<file path="src/rtl/fetch_pkg.sv">
// Shared types and constants for the instruction-fetch stage.
package fetch_pkg;

   localparam int unsigned XLEN = 32;

   // addi x0, x0, 0
   localparam logic [XLEN-1:0] NOP_INSTR = 32'h0000_0013;

   typedef struct packed {
      logic [XLEN-1:0] instr;
      logic [XLEN-1:0] pc;
   } fetch_entry_t;

endpackage

</file>
<file path="src/rtl/fetch_fifo.sv">
// Synchronous prefetch FIFO with flush; the head entry is presented combinationally.
module fetch_fifo #(
   parameter int unsigned DEPTH = 2,
   parameter type entry_t = logic [31:0],
   localparam int unsigned AW = $clog2(DEPTH),
   localparam int unsigned CW = AW + 1
) (
   input  logic          clk,
   input  logic          rst,
   input  logic          flush,
   input  logic          push,
   input  entry_t        push_data,
   input  logic          pop,
   output entry_t        head,
   output logic [CW-1:0] count
);

   entry_t        mem_q [DEPTH];
   logic [AW-1:0] wr_ptr_q, rd_ptr_q;
   logic [CW-1:0] count_q;

   always_ff @(posedge clk or posedge rst) begin
      if (rst) begin
         wr_ptr_q <= '0;
         rd_ptr_q <= '0;
         count_q  <= '0;
      end else if (flush) begin
         wr_ptr_q <= '0;
         rd_ptr_q <= '0;
         count_q  <= '0;
      end else begin
         if (push) wr_ptr_q <= wr_ptr_q + AW'(1);
         if (pop)  rd_ptr_q <= rd_ptr_q + AW'(1);
         count_q <= count_q + CW'(push) - CW'(pop);
      end
   end

   // Storage needs no reset: count_q gates every read.
   always_ff @(posedge clk) begin
      if (push && !flush) mem_q[wr_ptr_q] <= push_data;
   end

   assign head  = mem_q[rd_ptr_q];
   assign count = count_q;

   overflow_chk: assert property (@(posedge clk) disable iff (rst)
      !(push && !pop && !flush && count_q == CW'(DEPTH)))
      else $error("fetch_fifo overflow");

endmodule

</file>
<file path="src/rtl/instr_fetch_unit.sv">
// Fetch stage: PC, credit-limited imem requests, redirect squash, prefetch FIFO to decode.
// Optional FETCH_STATS_EN adds pop and bubble counters.
module instr_fetch_unit
   import fetch_pkg::XLEN, fetch_pkg::fetch_entry_t;
#(
   parameter logic [31:0] RESET_PC   = 32'h0000_0000,
   parameter int unsigned FIFO_DEPTH = 2,
   parameter logic [31:0] NOP_INSTR  = fetch_pkg::NOP_INSTR
) (
   input  logic            clk,
   input  logic            rst,
   output logic            imem_req_valid,
   input  logic            imem_req_ready,
   output logic [XLEN-1:0] imem_req_addr,
   input  logic            imem_rsp_valid,
   input  logic [XLEN-1:0] imem_rsp_data,
   input  logic            redirect_valid,
   input  logic [XLEN-1:0] redirect_pc,
   input  logic            id_ready,
   output logic            if_valid,
   output logic [XLEN-1:0] if_instruction,
   output logic [XLEN-1:0] if_pc,
   output logic [XLEN-1:0] if_pc_plus4
`ifdef FETCH_STATS_EN
   ,
   output logic [31:0]     stat_fetched,
   output logic [31:0]     stat_bubbles
`endif
);

   localparam int unsigned CW = $clog2(FIFO_DEPTH) + 1;
   localparam logic [CW:0] CREDITS = (CW + 1)'(FIFO_DEPTH);

   logic [XLEN-1:0] pc_q, ret_pc_q;
   logic [CW-1:0]   outstanding_q, discard_q;
   logic [CW-1:0]   fifo_count;
   fetch_entry_t    head, push_entry;
   logic            req_fire, rsp_accept, push, pop;

   // Buffered plus in-flight words may never exceed the FIFO capacity.
   assign imem_req_valid = !rst && !redirect_valid &&
                           (({1'b0, fifo_count} + {1'b0, outstanding_q}) < CREDITS);
   assign imem_req_addr  = pc_q;
   assign req_fire       = imem_req_valid && imem_req_ready;

   // A response with nothing outstanding (e.g. straggler across reset) is ignored.
   assign rsp_accept = imem_rsp_valid && (outstanding_q != '0);
   assign push       = rsp_accept && !redirect_valid && (discard_q == '0);
   assign push_entry = '{instr: imem_rsp_data, pc: ret_pc_q};

   assign if_valid       = (fifo_count != '0);
   assign pop            = if_valid && id_ready && !redirect_valid;
   assign if_instruction = if_valid ? head.instr : NOP_INSTR;
   assign if_pc          = if_valid ? head.pc : '0;
   assign if_pc_plus4    = if_pc + 32'd4;

   always_ff @(posedge clk or posedge rst) begin
      if (rst) begin
         pc_q          <= RESET_PC & ~32'h3;
         ret_pc_q      <= RESET_PC & ~32'h3;
         outstanding_q <= '0;
         discard_q     <= '0;
      end else begin
         outstanding_q <= outstanding_q + CW'(req_fire) - CW'(rsp_accept);
         if (redirect_valid) begin
            pc_q      <= redirect_pc & ~32'h3;
            ret_pc_q  <= redirect_pc & ~32'h3;
            discard_q <= outstanding_q - CW'(rsp_accept);
         end else begin
            if (req_fire) pc_q <= pc_q + 32'd4;
            if (push) ret_pc_q <= ret_pc_q + 32'd4;
            if (rsp_accept && discard_q != '0) discard_q <= discard_q - CW'(1);
         end
      end
   end

   fetch_fifo #(
      .DEPTH   (FIFO_DEPTH),
      .entry_t (fetch_entry_t)
   ) u_fifo (
      .clk       (clk),
      .rst       (rst),
      .flush     (redirect_valid),
      .push      (push),
      .push_data (push_entry),
      .pop       (pop),
      .head      (head),
      .count     (fifo_count)
   );

`ifdef FETCH_STATS_EN
   always_ff @(posedge clk or posedge rst) begin
      if (rst) begin
         stat_fetched <= '0;
         stat_bubbles <= '0;
      end else begin
         if (pop) stat_fetched <= stat_fetched + 32'd1;
         if (id_ready && !if_valid && !redirect_valid) stat_bubbles <= stat_bubbles + 32'd1;
      end
   end
`endif

endmodule
</file>
<file path="config.mk">
export PLATFORM = sky130hd
export DESIGN_NAME = instr_fetch_unit
export DESIGN_NICKNAME = d
export VERILOG_FILES = /design/src/rtl/fetch_pkg.sv /design/src/rtl/fetch_fifo.sv /design/src/rtl/instr_fetch_unit.sv
export SDC_FILE = /design/constraint.sdc
export NUM_CORES = 1
export LEC_CHECK = 0
export BUFFER_PORTS_ARGS = -buffer_cell sky130_fd_sc_hd__buf_2
export CORE_MARGIN = 4
export CORE_UTILIZATION = 30
export CTS_CLUSTER_DIAMETER = 200
export DETAILED_ROUTE_END_ITERATION = 12
export PLACE_DENSITY = 0.53
export SYNTH_ARGS = -nofsm -noshare
export SYNTH_HDL_FRONTEND = slang
export SYNTH_SLANG_ARGS = --single-unit
</file>
<file path="constraint.sdc">
create_clock -name clk -period 8.66 [get_ports clk]
set_input_delay 0.433 -clock clk [delete_from_list [all_inputs] [get_ports clk]]
set_output_delay 0.433 -clock clk [all_outputs]
set_load 0.01 [all_outputs]
</file>
Yosys cells after proc, flatten, opt, wreduce, memory -nomap -nowiden
Memory sizes are Yosys's and may differ from the RTL's.
Index checks and enable logic that the tools add are counted.
Word-level totals
  bits in registers: 72
  RAM bits: 128
  input bits: 70
  output and inout bits: 130
  logic and storage cells: 56
  memories kept: 1
Memory list
  u_fifo.mem_q: depth 2, bits a word 64, read ports 1, clocked after Yosys merged registers in 0, write ports 1, RTL line fetch_fifo.sv:18  | entry_t mem_q [DEPTH];
Cells by class
  add/subtract/negate cells: 12
  magnitude comparators: 1
  muxes and demuxes: 15
  reductions and logical operators: 20
Operators by type and width (number)
  2-to-1 mux 32 bit: 6
  adder 32 x 3 -> 32 bit, second input constant: 3
  nonzero test 2 bit: 7
  logical AND 1 bit: 10
  2-to-1 mux 1 bit: 6
  2-to-1 mux 2 bit: 3
  subtractor 2 x 1 -> 2 bit: 3
  adder 2 x 1 -> 2 bit: 2
  adder 2 x 2 -> 3 bit: 1
  less-than comparator 3 x 2 -> 1 bit, second input constant: 1
  adder 1 bit, second input constant: 2
  logical NOT 1 bit: 2
  logical NOT 2 bit: 1
  subtractor 2 x 1 -> 2 bit, second input constant: 1

Longest topological paths before layout
Gate-level depths: netlist (run 1).
  word-level depth: 7
  gate-level depth with buffers: 12
  mapped depth without buffers: 10

Cells and area by module
A second synthesis (run 1) with hierarchy kept.
Unflattened totals
  cells, all modules: 788
  area, all modules: 9713.1 µm²
Modules (own cells, without submodules)
  fetch_fifo: times used 1, cells each 217, area an instance 5034.8 µm², seq. area each 3943.8 µm²
  instr_fetch_unit: times used 1, cells each 571, area an instance 4678.2 µm², seq. area each 1601.5 µm²

Worst setup path before layout (run 1)
Ideal clock, no wire load.
  path kind: input port to flip-flop
  start: in redirect_valid
  end: mem u_fifo.mem_q[0][10] in the netlist's numbering (enable)
  library setup time: 0.559 ns
  data arrival time: 5.087 ns
  path slack: 3.014 ns
  stages: 3
  path buffers: 2
  cells stage by stage: clkbuf_1 clkbuf_1 nor3_1
Between the ends
  cells in the longest elaborated chain, start to end: 6
Ends and longest elaborated chain
  start, declared: RTL line instr_fetch_unit.sv:17  | input logic redirect_valid,
  logical NOT 1 bit (*): RTL line fetch_fifo.sv:40, instr_fetch_unit.sv:48
  logical AND 1 bit (2 in series): RTL line instr_fetch_unit.sv:48  | assign push = rsp_accept && !redirect_valid && (discard_q == '0);
  logical AND 1 bit (*): RTL line fetch_fifo.sv:40  | if (push && !flush) mem_q[wr_ptr_q] <= push_data;
  2-to-1 mux 1 bit (*): RTL line fetch_fifo.sv:40
  2-to-1 mux 1 bit (not written as such) (*): RTL line fetch_fifo.sv:40
  end, declared: RTL line fetch_fifo.sv:18
Every way passes the cells marked *; elsewhere a longest branch is shown, timed or not.

Worst setup path in the final report (run 1)
  start: reg u_fifo.count_q[1], in the netlist u_fifo.count[1]
  end: out if_pc_plus4[28]
Between the ends
  cells in the longest elaborated chain, start to end: 3
Ends and longest elaborated chain
  start, declared: RTL line fetch_fifo.sv:20  | logic [CW-1:0] count_q;
  start signal, assigned: RTL line fetch_fifo.sv:34  | count_q <= count_q + CW'(push) - CW'(pop);
  nonzero test 2 bit: RTL line instr_fetch_unit.sv:51  | assign if_valid = (fifo_count != '0);
  2-to-1 mux 32 bit: RTL line instr_fetch_unit.sv:54  | assign if_pc = if_valid ? head.pc : '0;
  adder 32 x 3 -> 32 bit: RTL line instr_fetch_unit.sv:55  | assign if_pc_plus4 = if_pc + 32'd4;
  end, declared: RTL line instr_fetch_unit.sv:23  | output logic [XLEN-1:0] if_pc_plus4
No other way between the ends.

==> results by stage, run 1 <==
Logic synthesis:
- sky130_fd_sc_hd__edfxtp_1 takes more of the synthesized area than any other cell.
- The most common cell in the synthesized netlist is sky130_fd_sc_hd__edfxtp_1.
- The number of synthesized flops with an enable pin is 124.
- In the post-synthesis netlist, the biggest area contributors are sky130_fd_sc_hd__edfxtp_1, sky130_fd_sc_hd__dfrtp_1, sky130_fd_sc_hd__mux2i_1.
- The mean post-synth cell area is 12.2 µm².
- The mapped cell area is 0.00930 mm².
- The gate count after technology mapping is 764.
- The post-synthesis cell type count is 51.
- The post-synthesis sequential area ratio is 0.583.
- The proportion of netlist area held by the largest area contributor is 0.400.
- Ranked by instance count, the synthesized netlist is headed by sky130_fd_sc_hd__edfxtp_1, sky130_fd_sc_hd__nor2_1, sky130_fd_sc_hd__dfrtp_1, sky130_fd_sc_hd__mux2i_1, sky130_fd_sc_hd__xor2_1.
- The flip-flop and latch count after synthesis is 192.
- The number of warning messages in the yosys log is 0.
- In the synthesized netlist the dominant register cell turns out to be sky130_fd_sc_hd__edfxtp_1.
- For this run, asynchronously set or reset flops after synthesis account for 0.354.

Routing:
- The remaining antenna violation count after routing is 0.
- The post-detailed-route DRC marker count is 0.
- The final routed wirelength across all metal layers is 24.1 mm.
- The total via count after detailed routing is 6482.
- The detailed router finished its first iteration with 389 violations.
- For this run, the detailed router's first-pass iteration total came to 4.
- The detail-routed via count per cell is 4.77.
- The average wire per standard cell is 17.8 µm.

Cells and area:
- For this run, the post-layout net count is 1029.
- The number of antenna diodes in the final layout is 0.
- Relative to the synthesized area, the layout overhead comes to 20.5%.
- The final standard cell area without fillers is 0.0112 mm².
- The fraction of final layout cells sized beyond drive strength 1 is 0.288.
- At the end of the flow the core is filled with cells to 0.366.
- The filler cells instantiated in the layout total 3073.

Worst setup path:
- The endpoint identified for the worst register-to-register timing path is imem_req_addr[24]$_DFFE_PP0P_.
- In this run the critical register-to-register path is launched from outstanding_q[0]$_DFF_PP0_.
- The worst path required time is 8230 ps.
- STA classifies the critical path startpoint as a flop.
- Across all register-to-register paths, the minimum setup slack is 5430 ps.
- The number of cells on the worst reg-to-reg path is 8.
- The maximum fanout along the worst path is 77.
- The critical path capture point type is a primary output.
- The critical path in this run is classified as flop to primary output.
- STA puts the critical path data arrival time at 4150 ps.

Placement:
- Once placement finished, the instance area stood at 0.0106 mm².
- The wire-length estimate of the detail-placed layout is 17.2 mm.
- The congestion estimate from routability-driven global placement came to 0.791.
- The number of input and output port buffers inserted is 191.

Timing:
- The final hold violation count is 0.
- Measured against its own limit, the worst slew margin works out to 0.353.
- The number of pins with negative max-slew slack in the final report is 0.
- The final-layout setup total negative slack is 0 ps.
- Of the available clock period, the critical path in the final layout requires 0.529.
- Static timing analysis puts the maximum clock frequency at 218 MHz.
- Setup repair after global routing left no endpoint under its margin.
- The smallest clock period supported by the final layout is computed as 4580 ps.
- Setup violations remaining at the end of the flow were counted as 0.
- The actual slew at the worst max-slew pin is 963 ps.
- Across the routed clock network, the largest skew measured is 21.5 ps.

Clock tree:
- At the later pin of the worst-skew pair, clock insertion delay measures 430 ps.
- After clock tree synthesis, the clock-pin slew on the worst setup and hold paths is 80 ps.
- Clock tree synthesis found a total of 192 sinks.
- The clock tree from TritonCTS is yes.
- The buffer depth of the longest clock path is 2.
- The number of instances resized during post-cts repair is 0.
- The CTS root buffer is sky130_fd_sc_hd__clkbuf_16.
- The number of levels the H-tree was split into is 4.
- The total clock buffers created by CTS is 17.

Die:
- The die is 184 µm wide.
- The initialized floorplan defines 64 standard-cell rows.
- The count of pins on the block boundary is 200.
- The height of the chip is 184 µm.
- In this run the standard cell core region covers 0.0306 mm².
- The die covers 0.0339 mm².
- The initial core utilization is 0.304.

GRT:
- The via count of the first global-routing pass is 6518.
- The first global-routing pass estimated 37.3 mm of wire.
- The number of antenna violations at the first check in global routing is 0.
- The all-layer global routing usage is 0.141.
- Entering global routing, the biggest net connects 78 pins.
- The total congestion overflow is 0.

Hold path:
- The worst hold path begins at imem_rsp_data[21].
- The tightest min-delay check is of the primary input to flop type.
- The worst hold path endpoint is u_fifo.mem_q[0][53]$_DFFE_PP_.
- Along the worst hold path, the cell count comes to 1.

Status:
- The run finished with clean final reports.

Run:
- The max-cap violation count is 0.

Power and ir drop:
- The worst-case IR drop observed on VDD is 0.133 mV.
- The power density over cell area is 232 mW/mm².
- The static leakage is 4.41 nW.
## power breakdown
group,internal [mW],switching (mW)
clock network,0.379,0.366
registers,1.08,0.0791
logic,0.266,0.431
total,1.72,0.877
## placed cells by master (no fill, tap or decap), drive strengths merged, types with 21 or more instances in the layout
cell type | netlist | routed
buf | 21 | 197
xor2 | 51 | 51
edfxtp | 124 | 124
dfrtp | 68 | 68
nor2 | 91 | 91
mux2i | 64 | 64
nand3 | 25 | 25
mux2 | 36 | 36
nor4 | 21 | 21
nor3 | 27 | 27
nand2 | 48 | 48
nand4 | 29 | 29
xnor2 | 38 | 38
## registers in the layout (all words and copies together), names as in the netlist
register,cells
u_fifo.mem_q,124
u_fifo.rd_ptr_q,1
outstanding_q,2
u_fifo.count,2
discard_q,2
ret_pc_q,30
u_fifo.wr_ptr_q,1
imem_req_addr,30
## worst max-delay path by stage
stage / endpoint / cells after the start / startpoint / slack, ps
final: if_pc_plus4[28] / 10 / u_fifo.count[1]$_DFF_PP0_ / 4080
after floorplan: u_fifo.mem_q[0][10]$_DFFE_PP_ / 3 / redirect_valid / 3010
after CTS: if_pc_plus4[28] / 10 / u_fifo.count[1]$_DFF_PP0_ / 3960
after global routing: if_pc_plus4[28] / 10 / u_fifo.count[1]$_DFF_PP0_ / 3750
after detailed placement: if_pc_plus4[28] / 10 / u_fifo.count[1]$_DFF_PP0_ / 4440
after global placement: if_pc_plus4[28] / 10 / u_fifo.count[1]$_DFF_PP0_ / 4450
## metrics by stage
step / hold WS (ps) / power, mW / setup slack [ps] / instances
2_1_floorplan: 442 / 1.62 / 3010 / 769
3_5_place_dp: 401 / 1.89 / 4440 / 1325
3_3_place_gp: 397 / 1.88 / 4450 / 1325
6_report: 188 / 2.60 / 4080 / 1358
4_1_cts: 162 / 2.64 / 3960 / 1358
5_1_grt: 154 / 2.76 / 3750 / 1358
## cells by family (layout without fill, tap and decap cells)
kind of cell             count (synthesis)  in the layout  share of synthesized area
AND/OR/NAND/NOR                        283            283                      0.153
flip-flops                             192            192                      0.583
multiplexers                           100            100                      0.112
XOR/XNOR                                89             89                     0.0838
buffers and inverters                   52            245                     0.0268
AO/OA/AOI/OAI                           37             37                     0.0254
adder cells (fa/ha/maj)                 10             10                     0.0143
other                                    1              6                   0.000403
## final cells by class
type,count,area (µm²),area share
multi-input combinational,525,3660,0.326
tap,396,495,0.0442
inverter,15,56.3,0.00502
clock buffer,18,429,0.0383
sequential,192,5430,0.484
timing repair buffer,198,1010,0.0902
clock inverter,14,130,0.0116
## metal layers
| metal | wire (µm) | global-route usage | up-vias |
|---|---|---|---|
| li1 | - | - | 3136 |
| met1 | 12200 | 0.211 | 3140 |
| met2 | 10300 | 0.210 | 193 |
| met3 | 1420 | 0.0352 | 13 |
| met4 | 159 | 0.0251 | 0 |
| met5 | 0 | 0 | - |
## critical path, cell delays in order, from the launching register on
cell and delay [ps]:
sky130_fd_sc_hd__dfrtp_1 460, sky130_fd_sc_hd__nor2_4 40, sky130_fd_sc_hd__buf_4 330, sky130_fd_sc_hd__or2_2 420, sky130_fd_sc_hd__inv_1 80, sky130_fd_sc_hd__ha_1 180
sky130_fd_sc_hd__nor3b_1 590, sky130_fd_sc_hd__nand4_1 610, sky130_fd_sc_hd__nor4_1 650, sky130_fd_sc_hd__xor2_1 180, sky130_fd_sc_hd__buf_2 150
## repair_timing
item,in CTS,in global routing
buffers inserted,0,0
endpoints found under the hold margin,9,0
hold buffers,1,0
(Power assumes the default switching activity.)
==> inputs of run 2 (changes only) <==
Settings changed: ABC_AREA from default to 1.
Clock period 8.66 ns to 4.7 ns, I/O delays scaled along.
==> results by stage, run 2 <==
Status:
- The flow ran to the end, and the final reports show no timing, DRC or antenna violations.

Worst setup path:
- The worst setup path is launched from a flop.
- The startpoint of the most critical register-to-register path is outstanding_q[0]$_DFF_PP0_.
- The endpoint identified for the worst register-to-register timing path is imem_req_addr[15]$_DFFE_PP0P_.
- The largest individual stage delay along the critical path comes from the cell sky130_fd_sc_hd__dfrtp_2.
- Counting both buffers and inverters, the worst setup path holds a total of 3.
- Tracing the worst setup path back leads to its startpoint at u_fifo.rd_ptr_q$_DFFE_PP0P_.
- The cell family contributing the most delay on the critical path is simple AND/OR/NAND/NOR gates.
- In this design, the stage delay of the slowest critical-path cell is 650 ps.
- The worst-case register-to-register setup slack is 1950 ps.
- The signal on the critical path passes through buf_4, nand2_1, nand2_1, nand2_1, inv_1, ha_1, nand3_1, nor2_2, nand2_4, nor2_1, nand2_1, nand2_1, nand2_1, buf_2.
- For the worst flop-to-flop path, the logic depth is 10.
- The maximum fanout along the worst path is 44.
- Data on the critical path is required at its endpoint by 4470 ps.
- The worst setup path is captured at a primary output.
- The arrival time reported for the critical path endpoint is 3310 ps.
- The cell that appears most often on the critical path is sky130_fd_sc_hd__nand2_1.
- The setup path with the least slack is of type flop to primary output.

Logic synthesis:
- Yosys attributes the largest share of cell area to sky130_fd_sc_hd__edfxtp_1, sky130_fd_sc_hd__dfrtp_1, sky130_fd_sc_hd__nand2_1.
- Summing every instance area after synthesis gives 0.0104 mm².
- The cell type with the largest total area after synthesis is sky130_fd_sc_hd__edfxtp_1.
- During synthesis, Yosys emitted a total of 0 warnings.
- The most used flip-flop cell after synthesis is sky130_fd_sc_hd__edfxtp_1.
- The gate count after technology mapping is 1270.
- The synthesized netlist contains 44 unique library cells.
- The number of synthesized flops with an enable pin is 124.
- sky130_fd_sc_hd__nand2_1 is the most common cell in the netlist.
- The proportion of netlist area held by the largest area contributor is 0.357.
- A synthesized cell averages 8.22 µm².
- After synthesis the netlist holds a flip-flop and latch count of 192.
- The share of flip-flops with an asynchronous set or reset after synthesis is 0.354.
- In the synthesized netlist, the cells that appear most often are sky130_fd_sc_hd__nand2_1, sky130_fd_sc_hd__edfxtp_1, sky130_fd_sc_hd__inv_1, sky130_fd_sc_hd__nor2_1, sky130_fd_sc_hd__nand3_1.
- Of the synthesized area, sequential elements account for 0.520.

Clock tree:
- The H-tree generated during clock tree synthesis spans 4 levels.
- The total clock buffers created by CTS is 17.
- After clock tree synthesis, the clock-pin slew on the worst setup and hold paths is 100 ps.
- Post-CTS timing repair inserted 0 buffers for setup.
- At the later pin of the worst-skew pair, clock insertion delay measures 440 ps.
- The number of hold buffers added after CTS was 33.
- For this design, the sink count on the clock tree is 192.
- The number of instances resized during post-cts repair is 0.
- The clock passes through at most 2 buffers.
- In this run the clock root is driven by a sky130_fd_sc_hd__clkbuf_16.
- TritonCTS built the clock tree.

Die:
- The height of the chip is 195 µm.
- The initial utilization of the core area, before any placement, comes to 0.303.
- Row generation in the floorplan step produced 68 rows.
- The die covers 0.0379 mm².
- The die outline width is 195 µm.
- The count of pins on the block boundary is 200.
- The placeable core region is 0.0345 mm².

GRT:
- The pin count of the biggest net entering global routing is 63.
- The global-route wire length before repair is 46.9 mm.
- The via count of the first global-routing pass came to 8443.
- The all-layer global routing usage is 0.153.
- The total overflow left after global routing is 0.
- The number of antenna violations at the first check in global routing is 0.

Hold path:
- The path with the worst hold slack has its endpoint at imem_req_addr[25]$_DFFE_PP0P_.
- The min-delay analysis places its worst path in the category primary input to flop.
- The worst hold path begins at redirect_pc[25].
- The worst hold path stage count is 3.

Power and ir drop:
- The final total power is 5.39 mW.
- The net switching power of the design is 2.07 mW.
- Internal power comes to 3.32 mW.
- The worst supply voltage drop on vdd is 0.296 mV.
- The power density over cell area is 421 mW/mm².
- The clock share of power is 0.298.
- The power share of the sequential group is 0.420.
- Of the total power, combinational logic draws 0.282.
- The net switching fraction of the power is 0.384.
- For this design the static power due to leakage is 5.88 nW.

Timing:
- The final-layout setup total negative slack is 0 ps.
- The number of pins with negative max-slew slack in the final report is 0.
- The achievable frequency is 282 MHz.
- The post-route clock period utilization is 0.754.
- The final worst clock skew is 17.3 ps.
- The final hold violation count is 0.
- Setup repair after global routing left no endpoint under its margin.
- The post-route minimum period is 3540 ps.
- Setup violations remaining at the end of the flow were counted as 0.
- Headroom to the max-slew limit came out at 0.424.
- For the pin with the worst max-slew slack, the measured transition is 864 ps.

Routing:
- In the routed design, unresolved DRC markers number 0.
- Once detail routing completed, the nets flagged for antenna violations numbered 0.
- After detailed routing, the average wire length per cell comes to 15.2 µm.
- The detailed router finished its first iteration with 442 violations.
- The total via count after detailed routing is 9071.
- The number of iterations in the first detailed-routing pass is 6.
- The final routed wirelength across all metal layers is 29.7 mm.
- Using the TritonRoute via totals, the vias-per-cell ratio works out to 4.65.

Cells and area:
- In the layout the commonest cells are sky130_fd_sc_hd__nand2_1, sky130_fd_sc_hd__buf_2, sky130_fd_sc_hd__edfxtp_1.
- The final net count is 1563.
- In the final layout, the share of cells above drive strength 1 is 0.193.
- The antenna diode instance count is 0.
- Leaving out fill and tap cells, the most frequent cell in the layout is sky130_fd_sc_hd__nand2_1.
- Summing all multi-input logic gate instances after layout gives 0.00429 mm².
- The sequential cell area is 0.00543 mm².
- Counting flops per register, the top entry is u_fifo.mem_q.
- The flip-flop count of the largest register, all copies and words added is 124.
- Compared with the post-synthesis result, the final layout area differs by 22.6%.
- Fill cells in the final layout number 3560.

Placement:
- Detailed placement finished with a half-perimeter wire length of 21.3 mm.
- The number of input and output port buffers inserted is 191.
- Routability-driven placement finished with a final weighted congestion of 0.835.

Run:
- The max-cap violation count is 0.
-- run 2: cell types whose count changed after synthesis, moves of 32 or more --
cell,delta
sky130_fd_sc_hd__a21oi_1,+46
sky130_fd_sc_hd__inv_1,+107
sky130_fd_sc_hd__mux2_2,-36
sky130_fd_sc_hd__mux2i_1,-64
sky130_fd_sc_hd__nand2_1,+397
sky130_fd_sc_hd__nand3_1,+90
sky130_fd_sc_hd__xnor2_1,-34
sky130_fd_sc_hd__xor2_1,-32
-- run 2: power groups by stage --
stage / clock network, mW / logic, mW / registers, mW
finish: 1.61 / 1.52 / 2.26
global route: 1.72 / 1.71 / 2.30
CTS: 1.65 / 1.54 / 2.26
detailed placement: 0 / 1.51 / 2.30
global placement: 0 / 1.49 / 2.29
floorplan: 0 / 1.01 / 2.24
-- run 2: cells by family after synthesis --
family	Yosys count	synth area share
simple gates	753	0.314
flops	192	0.520
buf+inv	173	0.0724
compound gates	118	0.0616
xor+xnor	23	0.0193
fa+ha+maj	10	0.0127
other cells	1	0.000359
-- run 2: worst reg2reg max path, cell delays in order, from the launching register on --
cell	delay [ps]
sky130_fd_sc_hd__dfrtp_1	420
sky130_fd_sc_hd__nand2_1	70
sky130_fd_sc_hd__inv_1	40
sky130_fd_sc_hd__fa_1	430
sky130_fd_sc_hd__inv_1	120
sky130_fd_sc_hd__nand4_2	280
sky130_fd_sc_hd__nand2_1	690
sky130_fd_sc_hd__inv_2	280
sky130_fd_sc_hd__o21bai_1	200
sky130_fd_sc_hd__nand3_1	80
sky130_fd_sc_hd__nand2_1	80
-- run 2: area by class of cell --
class	instances	area share
Clock inverter	15	0.0182
Multi-Input combinational cell	910	0.335
Clock buffer	17	0.0332
Tap cell	455	0.0445
Inverter	128	0.0375
Timing Repair Buffer	234	0.107
Sequential cell	192	0.424
-- run 2: worst max-delay path by stage --
stage / slack (ps) / endpoint / depth (start not counted)
final: 1160 / if_pc_plus4[28] / 14
after global routing: 830 / if_pc_plus4[28] / 12
after CTS: 1050 / if_pc_plus4[28] / 12
after detailed placement: 1550 / if_pc_plus4[28] / 12
after global placement: 1610 / if_pc_plus4[28] / 14
after floorplan: 630 / u_fifo.mem_q[0][10]$_DFFE_PP_ / 6
-- run 2: metrics by stage --
stage	hold slack, ps	area [µm²]	setup WS [ps]	cells	utilization
after global placement	414	11800	1610	1886	0.343
after CTS	10.6	12800	1050	1951	0.372
after floorplan	334	10500	626	1275	-
after global routing	28.1	12800	830	1951	0.372
final	26.3	12800	1160	1951	0.372
after detailed placement	411	11800	1550	1886	0.343
-- run 2: routing by layer --
layer,up-vias,routed length (µm),track usage
met5,-,0,0
met4,0,132,0.0271
met3,12,1870,0.0293
met2,304,12900,0.230
met1,4216,14800,0.234
li1,4539,-,-
==> inputs of run 3 (changes only) <==
Settings changed: PLACE_DENSITY 0.53 to 0.54.
Clock period 4.7 ns to 3.2 ns, I/O delays scaled along.
==> results by stage, run 3 (synthesized netlist as in run 2, its figures left out) <==
Status:
- The run finished with clean final reports.

Routing:
- The number of DRC markers in iteration 0 is 548.
- The final routed wirelength across all metal layers is 30.2 mm.
- The count of nets left with antenna violations once routing finished came out at 0.
- The number of iterations in the first detailed-routing pass is 5.
- In the final routed layout, each cell accounts on average for 15.3 µm.
- After detailed routing, the number of remaining DRC violations is 0.
- The total via count after detailed routing is 9085.
- The detail-routed via count per cell is 4.61.

Timing:
- The achievable frequency is 338 MHz.
- The number of endpoints failing setup at the final stage is 0.
- The final-layout setup total negative slack is 0 ps.
- The number of pins with negative max-slew slack in the final report is 0.
- The worst pin sits at a relative slew slack of 0.361.
- The post-route clock period utilization is 0.925.
- The post-route minimum period is 2960 ps.
- Setup repair after global routing left no endpoint under its margin.
- The final hold violation count is 0.
- The final worst clock skew is 18.6 ps.
- At the pin with the least slew margin, the transition time is 958 ps.

GRT:
- Global routing finished with a remaining overflow of 0.
- Across every metal layer, demand over resource in global routing totals 0.157.
- The global-route wire length before repair is 47.8 mm.
- The number of antenna violations at the first check in global routing is 0.
- The via count of the first global-routing pass is 8782.
- The pin count of the biggest net entering global routing is 69.

Power and ir drop:
- Dividing total power by cell area gives a power density of 601 mW/mm².
- The static leakage is 5.95 nW.
- The worst supply voltage drop on vdd is 0.409 mV.

Clock tree:
- The clock transition at the register clock pins on the worst setup and hold paths after CTS is 80 ps.
- The clock passes through at most 2 buffers.
- CTS saw 192 sinks.
- CTS built an H-tree with a depth of 4.
- The later-pin clock latency in the skew report is 450 ps.
- The CTS root buffer is sky130_fd_sc_hd__clkbuf_16.
- The total clock buffers created by CTS is 17.
- TritonCTS built the clock tree.

Cells and area:
- Leaving out fill and tap cells, the most frequent cell in the layout is sky130_fd_sc_hd__nand2_1.
- The register with the most flip-flops in the layout has 124 of them.
- The final standard cell area without fillers is 0.0130 mm².
- The sequential cell area is 0.00543 mm².
- The layout has 3582 filler cells.
- The largest register by flop count is u_fifo.mem_q.
- The layout-stage area growth over the synthesis result is 24.1%.
- The multi-input combinational cells in the finished layout cover a total of 0.00429 mm².
- The antenna diode instance count is 0.
- In the final layout, the share of cells above drive strength 1 is 0.195.
- For this run, the post-layout net count is 1583.
- Leaving out fill and tap cells, the most frequent cells in the layout are sky130_fd_sc_hd__nand2_1, sky130_fd_sc_hd__buf_2, sky130_fd_sc_hd__edfxtp_1.

Worst setup path:
- The maximum fanout along the worst path is 47.
- The critical path capture point type is a primary output.
- Data on the critical path arrives at its endpoint at 2800 ps.
- The category of the most critical setup path is flop to primary output.
- The element type at the critical path start is a flop.
- STA puts the critical path data required time at 3040 ps.

Die:
- For this configuration, the core starts out at a cell density of 0.303.
- In this run the vertical extent of the chip is 195 µm.
- The core region is 0.0345 mm².
- The floorplan step set the die width to 195 µm.
- The count of pins on the block boundary is 200.
- After floorplanning, the core was divided into 68 placement rows.
- The full die area is 0.0379 mm².

Placement:
- Summing all placed instances gives a cell area of 0.0119 mm².
- The half-perimeter wire length after detailed placement is 21.8 mm.
- The number of input and output port buffers inserted is 191.
- Routability-driven placement finished with a final weighted congestion of 0.850.

Hold path:
- The class of the tightest hold or removal check is primary input to async pin.

Run:
- The max-cap violation count is 0.
==> run 3: critical path, cell delays in order, from the launching register on <==
cell                      delay (ps)
sky130_fd_sc_hd__dfrtp_2         400
sky130_fd_sc_hd__buf_6           360
sky130_fd_sc_hd__nand2_1         130
sky130_fd_sc_hd__a21oi_1         220
sky130_fd_sc_hd__ha_1            230
sky130_fd_sc_hd__nand3_1         110
sky130_fd_sc_hd__nor2_2          250
sky130_fd_sc_hd__nand2_4         140
sky130_fd_sc_hd__nor2_8          150
sky130_fd_sc_hd__xor2_1          200
sky130_fd_sc_hd__buf_2           160
==> run 3: repair_timing <==
action / in CTS / in global routing
hold endpoints to repair: 81 / 0
hold buffers: 47 / 0
gates resized for setup: 0 / 1
buffers inserted: 0 / 0
endpoints found under the setup margin: 0 / 10
==> run 3: per-stage QoR <==
step	total power, mW	hold slack, ps	util	std cells	worst slack, ps
final	7.79	5.50	0.376	1971	241
after global routing	8.28	40.7	0.376	1971	5.36
after CTS	7.87	16.5	0.376	1971	12.9
after detailed placement	5.64	351	0.345	1892	506
after global placement	5.60	349	0.345	1892	583
after floorplan	4.77	259	-	1275	156
==> run 3: final timing paths <==
path | startpoint | endpoint | slack, ps | cells after the start
setup / recovery | u_fifo.rd_ptr_q$_DFFE_PP0P_ | if_pc_plus4[14] | 240 | 10
hold / removal | rst | ret_pc_q[3]$_DFFE_PP0P_ | 6 | 3
setup reg to reg | outstanding_q[0]$_DFF_PP0_ | imem_req_addr[26]$_DFFE_PP0P_ | 1000 | 9
hold reg to reg | ret_pc_q[2]$_DFFE_PP0P_ | u_fifo.mem_q[0][2]$_DFFE_PP_ | 550 | 0
max in group asynchronous | rst | u_fifo.rd_ptr_q$_DFFE_PP0P_ | 2500 | 3
min in group clk | redirect_pc[15] | imem_req_addr[15]$_DFFE_PP0P_ | 40 | 3
==> run 3: routing by layer <==
layer	track usage	up-vias	part of all wire
met5	0	-	0
met4	0.0352	0	0.0099
met3	0.0284	19	0.056
met2	0.239	293	0.43
met1	0.234	4194	0.51
li1	-	4579	-
==> run 3: cell type report <==
cell class / instances / share of cell area
well taps: 455 / 0.0439
clock buffers: 17 / 0.0328
inverters: 128 / 0.0371
flip-flops and latches: 192 / 0.419
multi-input cells: 910 / 0.331
repair buffers: 254 / 0.123
clock inverters: 15 / 0.0137
==> run 3: power by group <==
part	leakage (nW)	switching (mW)	internal, mW
combinational	3.72	1.52	0.784
clock	0.291	1.11	1.06
sequential	1.94	0.318	2.99
total	5.95	2.95	4.84
